## config.mk

```make
export PLATFORM = sky130hd
export DESIGN_NAME = cache_fill_fsm
export DESIGN_NICKNAME = d
export VERILOG_FILES = /design/src/rtl/cache_pkg.sv /design/src/rtl/onehot_dec.sv /design/src/rtl/cache_fill_fsm.sv
export SDC_FILE = /design/constraint.sdc
export NUM_CORES = 1
export LEC_CHECK = 0
export BUFFER_PORTS_ARGS = -buffer_cell sky130_fd_sc_hd__buf_2
export CAP_MARGIN = 15
export CORE_MARGIN = 1.5
export CORE_UTILIZATION = 46
export DETAILED_ROUTE_END_ITERATION = 10
export HOLD_SLACK_MARGIN = 0.02
export PLACE_DENSITY = 0.86
export RECOVER_POWER = 50
export REMOVE_ABC_BUFFERS = 1
export SLEW_MARGIN = 20
export SYNTH_ARGS = -nofsm -noshare
export SYNTH_HDL_FRONTEND = slang
export SYNTH_SLANG_ARGS = --single-unit
```

## constraint.sdc

```tcl
create_clock -name clk -period 4.8 [get_ports clk]
set_clock_uncertainty 0.05 [all_clocks]
set_input_delay 0.24 -clock clk [delete_from_list [all_inputs] [get_ports clk]]
set_output_delay 0.24 -clock clk [all_outputs]
set_load 0.02 [all_outputs]
```

## src/rtl/cache_pkg.sv

```systemverilog
// Shared cache definitions: address field widths, fill FSM state encoding and index/tag helpers.
package cache_pkg;

  localparam int OFFSET_W      = 4;
  localparam int INDEX_W       = 6;
  localparam int TAG_W         = 6;
  localparam int WORDS_PER_BLK = 8;
  localparam int ADDR_BITS     = OFFSET_W + INDEX_W + TAG_W;

  typedef enum logic [1:0] {
    IDLE   = 2'd0,
    FILL   = 2'd1,
    COMMIT = 2'd2
  } fill_state_t;

  function automatic logic [INDEX_W-1:0] get_index(input logic [ADDR_BITS-1:0] addr);
    return INDEX_W'(addr >> OFFSET_W);
  endfunction

  function automatic logic [TAG_W-1:0] get_tag(input logic [ADDR_BITS-1:0] addr);
    return TAG_W'(addr >> (OFFSET_W + INDEX_W));
  endfunction

endpackage

```

## src/rtl/onehot_dec.sv

```systemverilog
// Binary to one-hot decoder, N select bits to 2**N outputs.
// Latency: combinational; backpressure: none.
module onehot_dec #(
  parameter int N = 3
) (
  input  logic [N-1:0]      sel,
  output logic [(1<<N)-1:0] onehot
);

  always_comb begin
    onehot      = '0;
    onehot[sel] = 1'b1;
  end

endmodule

```

## src/rtl/cache_fill_fsm.sv

```systemverilog
// Cache miss fill controller: latches block/victim, streams 8 word reads, writes data, commits tag + LRU.
// Latency: 13 busy cycles at memory latency 4; no backpressure. FILL_MISS_CNT_EN adds a saturating miss_count.
module cache_fill_fsm #(
  parameter int ADDR_W        = 16,
  parameter int WORD_W        = 16,
  parameter int WORDS_PER_BLK = 8,
  parameter int SETS          = 64
) (
  input  logic                     clk,
  input  logic                     rst,
  input  logic                     miss_detected,
  input  logic [ADDR_W-1:0]        miss_addr,
  input  logic                     block0_isLRU,
  input  logic                     block1_isLRU,
  input  logic                     mem_data_valid,
  input  logic [WORD_W-1:0]        mem_data,
  output logic                     fsm_busy,
  output logic [SETS-1:0]          set_enable,
  output logic                     lru_write_en,
  output logic                     lru_block,
  output logic                     data_write_en,
  output logic [WORDS_PER_BLK-1:0] data_word_en,
  output logic                     data_way,
  output logic [WORD_W-1:0]        data_out,
  output logic                     tag_write_en,
  output logic                     tag_way,
  output logic                     mem_req,
  output logic [ADDR_W-1:0]        mem_addr,
`ifdef FILL_MISS_CNT_EN
  output logic                     fill_done,
  output logic [15:0]              miss_count
`else
  output logic                     fill_done
`endif
);

  import cache_pkg::*;

  localparam int WIDX_W = $clog2(WORDS_PER_BLK);
  localparam int CNT_W  = WIDX_W + 1;
  localparam int SET_W  = $clog2(SETS);

  fill_state_t       state_q, state_d;
  logic [ADDR_W-1:0] base_q;
  logic              victim_q;
  logic [CNT_W-1:0]  rq_q, rx_q;
  logic [SET_W-1:0]  set_sel;
  logic              victim_d;

  // Way 0 is the victim unless only way 1 reports LRU.
  assign victim_d = block1_isLRU & ~block0_isLRU;

  always_ff @(posedge clk or negedge rst) begin
    if (!rst) begin
      state_q  <= IDLE;
      base_q   <= '0;
      victim_q <= 1'b0;
      rq_q     <= '0;
      rx_q     <= '0;
    end else begin
      state_q <= state_d;
      case (state_q)
        IDLE: begin
          if (miss_detected) begin
            base_q   <= miss_addr & ~ADDR_W'((1 << OFFSET_W) - 1);
            victim_q <= victim_d;
            rq_q     <= '0;
            rx_q     <= '0;
          end
        end
        FILL: begin
          if (!rq_q[CNT_W-1]) rq_q <= rq_q + CNT_W'(1);
          if (mem_data_valid) rx_q <= rx_q + CNT_W'(1);
        end
        COMMIT: begin
          rq_q <= '0;
          rx_q <= '0;
        end
        default: ;
      endcase
    end
  end

  always_comb begin
    state_d = state_q;
    case (state_q)
      IDLE:    if (miss_detected) state_d = FILL;
      FILL:    if (mem_data_valid && rx_q == CNT_W'(WORDS_PER_BLK - 1)) state_d = COMMIT;
      COMMIT:  state_d = IDLE;
      default: state_d = IDLE;
    endcase
  end

  onehot_dec #(.N(SET_W)) u_set_dec (
    .sel    (set_sel),
    .onehot (set_enable)
  );

  logic [WORDS_PER_BLK-1:0] word_dec;

  onehot_dec #(.N(WIDX_W)) u_word_dec (
    .sel    (rx_q[WIDX_W-1:0]),
    .onehot (word_dec)
  );

  always_comb begin
    fsm_busy      = (state_q != IDLE);
    // Outside a fill the LRU array must see the incoming miss's set.
    set_sel       = fsm_busy ? SET_W'(get_index(base_q)) : SET_W'(get_index(miss_addr));
    mem_req       = 1'b0;
    mem_addr      = '0;
    data_write_en = 1'b0;
    data_word_en  = '0;
    data_way      = 1'b0;
    data_out      = '0;
    tag_write_en  = 1'b0;
    tag_way       = 1'b0;
    lru_write_en  = 1'b0;
    lru_block     = 1'b0;
    fill_done     = 1'b0;
    case (state_q)
      FILL: begin
        if (!rq_q[CNT_W-1]) begin
          mem_req  = 1'b1;
          mem_addr = base_q + ADDR_W'({rq_q, 1'b0});
        end
        if (mem_data_valid) begin
          data_write_en = 1'b1;
          data_word_en  = word_dec;
          data_way      = victim_q;
          data_out      = mem_data;
        end
      end
      COMMIT: begin
        tag_write_en = 1'b1;
        tag_way      = victim_q;
        lru_write_en = 1'b1;
        lru_block    = victim_q;
        fill_done    = 1'b1;
      end
      default: ;
    endcase
  end

`ifdef FILL_MISS_CNT_EN
  logic [15:0] miss_cnt_q;

  always_ff @(posedge clk or negedge rst) begin
    if (!rst) begin
      miss_cnt_q <= '0;
    end else if (fill_done && miss_cnt_q != 16'hFFFF) begin
      miss_cnt_q <= miss_cnt_q + 16'd1;
    end
  end

  assign miss_count = miss_cnt_q;
`endif

endmodule
```

# Word level (Yosys, flattened, before mapping)
# Index checks and enable logic that the tools add are counted.
dict set report totals {
  ff_bits 23
  input_bits 38
  out_inout_bits 113
  wordCells 60
}
dict set report classes {
  add_sub_neg 3
  magnitude_cmp 4
  n_eq_ne 7
  muxes 27
  bitwise_logic 2
  reduce_logical 11
}
# op n
set op_table {}
lappend op_table {{16-bit two-way mux} 4}
lappend op_table {{4-bit case mux with 3 select lines} 2}
lappend op_table {{16-bit by 5-bit adder with 16-bit output} 1}
lappend op_table {{8-bit two-way mux} 2}
lappend op_table {{4-bit two-way mux} 3}
lappend op_table {{1-bit two-way mux} 10}
lappend op_table {{4-bit by 1-bit adder with 4-bit output (second input constant)} 2}
lappend op_table {{2-bit != test (second input constant)} 4}
lappend op_table {{6-bit by 7-bit < comparator with 1-bit output (second input constant)} 1}
lappend op_table {{1-bit demux with 6-bit select} 1}
lappend op_table {{6-bit by 1-bit greater-or-equal comparator with 1-bit output (second input constant)} 1}
lappend op_table {{6-bit two-way mux} 1}
lappend op_table {{2-bit AND reduction} 3}
lappend op_table {{3-bit AND reduction} 2}
lappend op_table {{4-bit by 3-bit == test with 1-bit output (second input constant)} 1}
lappend op_table {{3-bit by 4-bit < comparator with 1-bit output (second input constant)} 1}
lappend op_table {{2-bit two-way mux} 2}
lappend op_table {{2-bit case mux with 2 select lines} 1}
lappend op_table {{1-bit demux with 3-bit select} 1}
lappend op_table {{3-bit by 1-bit greater-or-equal comparator with 1-bit output (second input constant)} 1}
lappend op_table {{1-bit logical AND} 3}
lappend op_table {{3-bit nonzero test} 1}
lappend op_table {{2-bit by 1-bit == test with 1-bit output (second input constant)} 1}
lappend op_table {{2-bit == test (second input constant)} 1}
lappend op_table {{other kinds (4)} 4}

# Longest topological paths before layout
dict set report depth {
  word_depth 6
  depth_mapped 6
  mapped_depth_nobuf 5
}

# Cells and area by module
# Synthesis repeated with hierarchy kept, for this count alone.
dict set report unflattened {
  cells_unflattened 256
  area_unflattened_um2 1995.7
}
# module n_inst cells_each area_each_um2 seq_area_each_um2
set modules_own_cells {}
lappend modules_own_cells {cache_fill_fsm 1 153 1468.9 575.6}
lappend modules_own_cells {{onehot_dec (u_set_dec)} 1 95 461.7 0.0}
lappend modules_own_cells {{onehot_dec (u_word_dec)} 1 8 65.1 0.0}

# Worst setup path before layout
# OpenSTA, ideal clock, no wires.
dict set report synth_timing {
  path_type {register to output}
  startpoint {register state_q[1]}
  endpoint {output set_enable[57]}
  arrival_time_ps 1676
  t_required_ps 4510
  path_slack_ps 2834
  stages_incl_launch_ff 6
  n_path_buf 2
  cell_sequence {dfrtp_1 -> or2_4 -> buf_6 -> buf_6 -> mux2i_1 -> nor3_1}
}
dict set report synth_between {
  elab_chain_len 6
  elab_cells_between_ends 7
  cone_classes {order compare: 2; mux: 3; reduce/logical: 2}
}
# element line_no
set synth_rtl {}
lappend synth_rtl {{from (decl)} cache_fill_fsm.sv:43} ;# fill_state_t state_q, state_d;
lappend synth_rtl {{from (signal assigned)} cache_fill_fsm.sv:61} ;# state_q <= state_d;
lappend synth_rtl {{2-bit nonzero test *} cache_fill_fsm.sv:107} ;# fsm_busy = (state_q != IDLE);
lappend synth_rtl {{via fsm_busy} cache_fill_fsm.sv:17} ;# output logic fsm_busy,
lappend synth_rtl {{6-bit two-way mux *} cache_fill_fsm.sv:109} ;# set_sel = fsm_busy ? SET_W'(get_index(base_q)) : SET_W'(get_index(miss_addr));
lappend synth_rtl {{6-bit by 7-bit < comparator with 1-bit output (implied by the code) / 6-bit by 1-bit greater-or-equal comparator with 1-bit output (equally long branches)} onehot_dec.sv:12} ;# onehot[sel] = 1'b1;
lappend synth_rtl {{1-bit logical AND (implied by the code)} onehot_dec.sv:12}
lappend synth_rtl {{1-bit two-way mux (implied by the code)} onehot_dec.sv:12}
lappend synth_rtl {{1-bit demux with 6-bit select *} -}
lappend synth_rtl {{to (decl)} cache_fill_fsm.sv:18} ;# output logic [SETS-1:0] set_enable,
# The timed path passes the listed nets; every way through them passes the cells marked *.

# Worst setup path in the final report
dict set report layout_timing {
  startpoint {register state_q[1]}
  endpoint {output set_enable[22]}
}
dict set report layout_between {
  elab_chain_len 6
  elab_cells_between_ends 7
  cone_classes {order compare: 2; mux: 3; reduce/logical: 2}
}
# element line_no
set layout_rtl {}
lappend layout_rtl {{2-bit nonzero test *} cache_fill_fsm.sv:107}
lappend layout_rtl {{6-bit two-way mux *} cache_fill_fsm.sv:109}
lappend layout_rtl {{6-bit by 7-bit < comparator with 1-bit output (implied by the code) / 6-bit by 1-bit greater-or-equal comparator with 1-bit output (equally long branches)} onehot_dec.sv:12}
lappend layout_rtl {{1-bit logical AND (implied by the code)} onehot_dec.sv:12}
lappend layout_rtl {{1-bit two-way mux (implied by the code)} onehot_dec.sv:12}
lappend layout_rtl {{1-bit demux with 6-bit select *} -}
# Every way passes the cells marked *; elsewhere a longest branch is shown, timed or not.

==> impl_metrics.toml <==
[floorplanning]
fp-row-count = 25
num_io_pins = 151
initial_core_util = 0.483
die_x_um = 73.9
dieArea_sq_um = 5460
fp.dieH_um = 73.9
core_sq_um = 4790

[timing]
hold_viol = 0
max_slew_margin = 0.0816
setup_slack_ns = 1.50
max_slew.worst_pin.slew_ns = 1.38
slew_violations = 0
min_period_ns = 3.30
tns_ns = 0
clock.fmax_ghz = 0.303
final-setup-viol-count = 0
final.period_utilization = 0.688
rsz0062_at_grt = "no"

[clock_tree]
cts_setup_buffers = 0
ctsResizeCount = 0
ctsRootBufferMaster = "clkbuf_8"
worstSkewPairLatency_ns = 0.26
cts_max_path_buffers = 2
clock_sinks = 23
cts-htree-levels = 1
path_clk_slew_ns = 0.08
cts_hold_buffers = 1
numCtsBuffers = 3
cts_tree = "built"

[yosys]
synth_edf_count = 0
yosys-top-cells-count = "65 x nor3_1, 34 x and2_1, 23 x dfrtp_1, 14 x nand2_1, 13 x mux2_2"
yosysTopAreaCell = "dfrtp_1"
syn_area_sq_um = 2310
ys_async_sr_fraction = 1.00
yosysWarnings = 0
ys_seq_area_frac = 0.249
yosysTopAreaCellShare = 0.249
yosysMostFrequentCell = "nor3_1"
avgSynthCellArea_sq_um = 8.47
synth_ff_type = "dfrtp_1"
ys_types = 48
netlist_instances = 273
synthTopCellsByArea = "dfrtp_1 25%, nor3_1 14%, and2_1 9.2%, mux2_2 6.3%, a31oi_2 4.3%"
ys_ff_latch = 23

[placed_design]
io_buffers = 145
gp_congestion = 0.878
dp.cells = 459
place_ws_ns = 2.15
hpwlAfterDp_um = 4660

[grt]
grt_pass1_wl_um = 9650
grt_max_degree = 42
grt_overflow = 0
antenna_found_initial = 0
grt_use_total = 0.221
grt_pass1_vias = 2223

[route]
drc_errors = 0
wl_per_cell_um = 13.5
drt_iter0_markers = 78
drt_first_pass_iters = 4
avgViaCountPerCell = 5.44
wirelength_um = 6260
ant_nets = 0
vias = 2525

[setup_path]
regToRegSetupSlack_ns = 1.72
cp-end-kind = "primary output"
required_ns = 4.51
arrival_ns = 3.01
worst-setup-path-type = "reg -> out"
start_kind = "flop"
worstPathMaxFanout = 33

[power_and_ir_drop]
ir_drop_mv = 0.256
p_per_area_nw_per_um2 = 532
p_leak_uw = 0.00142

[worst_hold_path]
hp-class = "in -> reg"

[finish]
antenna_cells = 0
nNetsFinal = 438
drive_gt1_frac = 0.401
syn_to_final_growth_pct = 28.5
instances_no_fill = 464

[run]
maxCapViolations = 0

[outcome]
status = "complete, no violations"
[critical path, cell delays in order (launching register included)]
cell	delay (ns)
dfrtp_1	0.32
clkbuf_1	1.00
or2_4	0.55
a31oi_2	0.39
nor3_1	0.28
buf_2	0.19
[area by class of cell]
cell class              instances  area [sq um]
clock buffers                   4          45.0
fillers                       455          1820
inverters                      11          41.3
multi-input cells             210          1500
flip-flops and latches         23           576
well taps                      67          83.8
repair buffers                149           722
[registers in the layout (all words and copies together) (netlist names)]
name      cells
base_q       12
rq_q          4
rx_q          4
state_q       2
victim_q      1
[where the power goes]
part	switching (uW)	leakage, uW	total [uW]	internal (uW)
clock	60.2	0.0000228	119	59.2
sequential	120	0.000280	401	280
combinational	702	0.00111	1060	358
[cell families after synthesis]
group	count (synthesis)	share of synthesized area
other	1	0.00162
AOI/OAI and AO/OA	38	0.151
and+or+nand+nor	152	0.400
adders and majority gates	2	0.0108
muxes	17	0.0850
buffers and inverters	40	0.103
DFF	23	0.249
[per-stage QoR]
stage               cell area (sq um)  power (uW)   util  hold slack (ns)
floorplan                        2110        1150      -           -0.106
global placement                 2950        1430  0.617            0.196
global route                     2970        1710  0.620            0.151
finish                           2970        1580  0.620            0.157
detailed placement               2950        1470  0.617            0.204
CTS                              3010        1590  0.628            0.155
[cell usage in the layout (no fill, tap or decap), types with 2 or more instances in the layout]
master / instances
clkbuf_1: 28
nor4b_2: 2
and2_0: 7
clkbuf_8: 3
nor4b_1: 7
nor3_2: 2
o22ai_1: 3
mux2i_1: 2
dfrtp_1: 23
nor2b_1: 2
nor4bb_1: 4
and2_1: 27
o21ai_0: 5
buf_4: 2
a31oi_1: 5
nor4_1: 5
buf_2: 119
mux2_2: 13
nor3b_1: 5
mux2_4: 2
ha_1: 2
a21oi_1: 3
nand2_1: 14
a31oi_2: 9
nor3_1: 65
a31oi_4: 3
inv_1: 11
nor2_1: 3
[final timing paths]
| check | startpoint | to | cells past startpoint |
|---|---|---|---|
| min | miss_addr[15] | base_q[15] | 2 |
| max in group asynchronous | rst | rx_q[2] | 2 |
| max | state_q[1] | set_enable[22] | 5 |
| max reg2reg | state_q[1] | base_q[5] | 4 |
| min reg2reg | base_q[11] | base_q[11] | 1 |
| min in group asynchronous | rst | victim_q | 2 |
[routing by layer]
metal | global-route usage | up-vias | part of all wire
met2 | 0.432 | 121 | 0.49
met3 | 0.0302 | 8 | 0.068
met4 | 0.0597 | 0 | 0.012
li1 | - | 1245 | -
met1 | 0.245 | 1151 | 0.43
met5 | 0 | - | 0
Power figures use the tool's default switching activity.
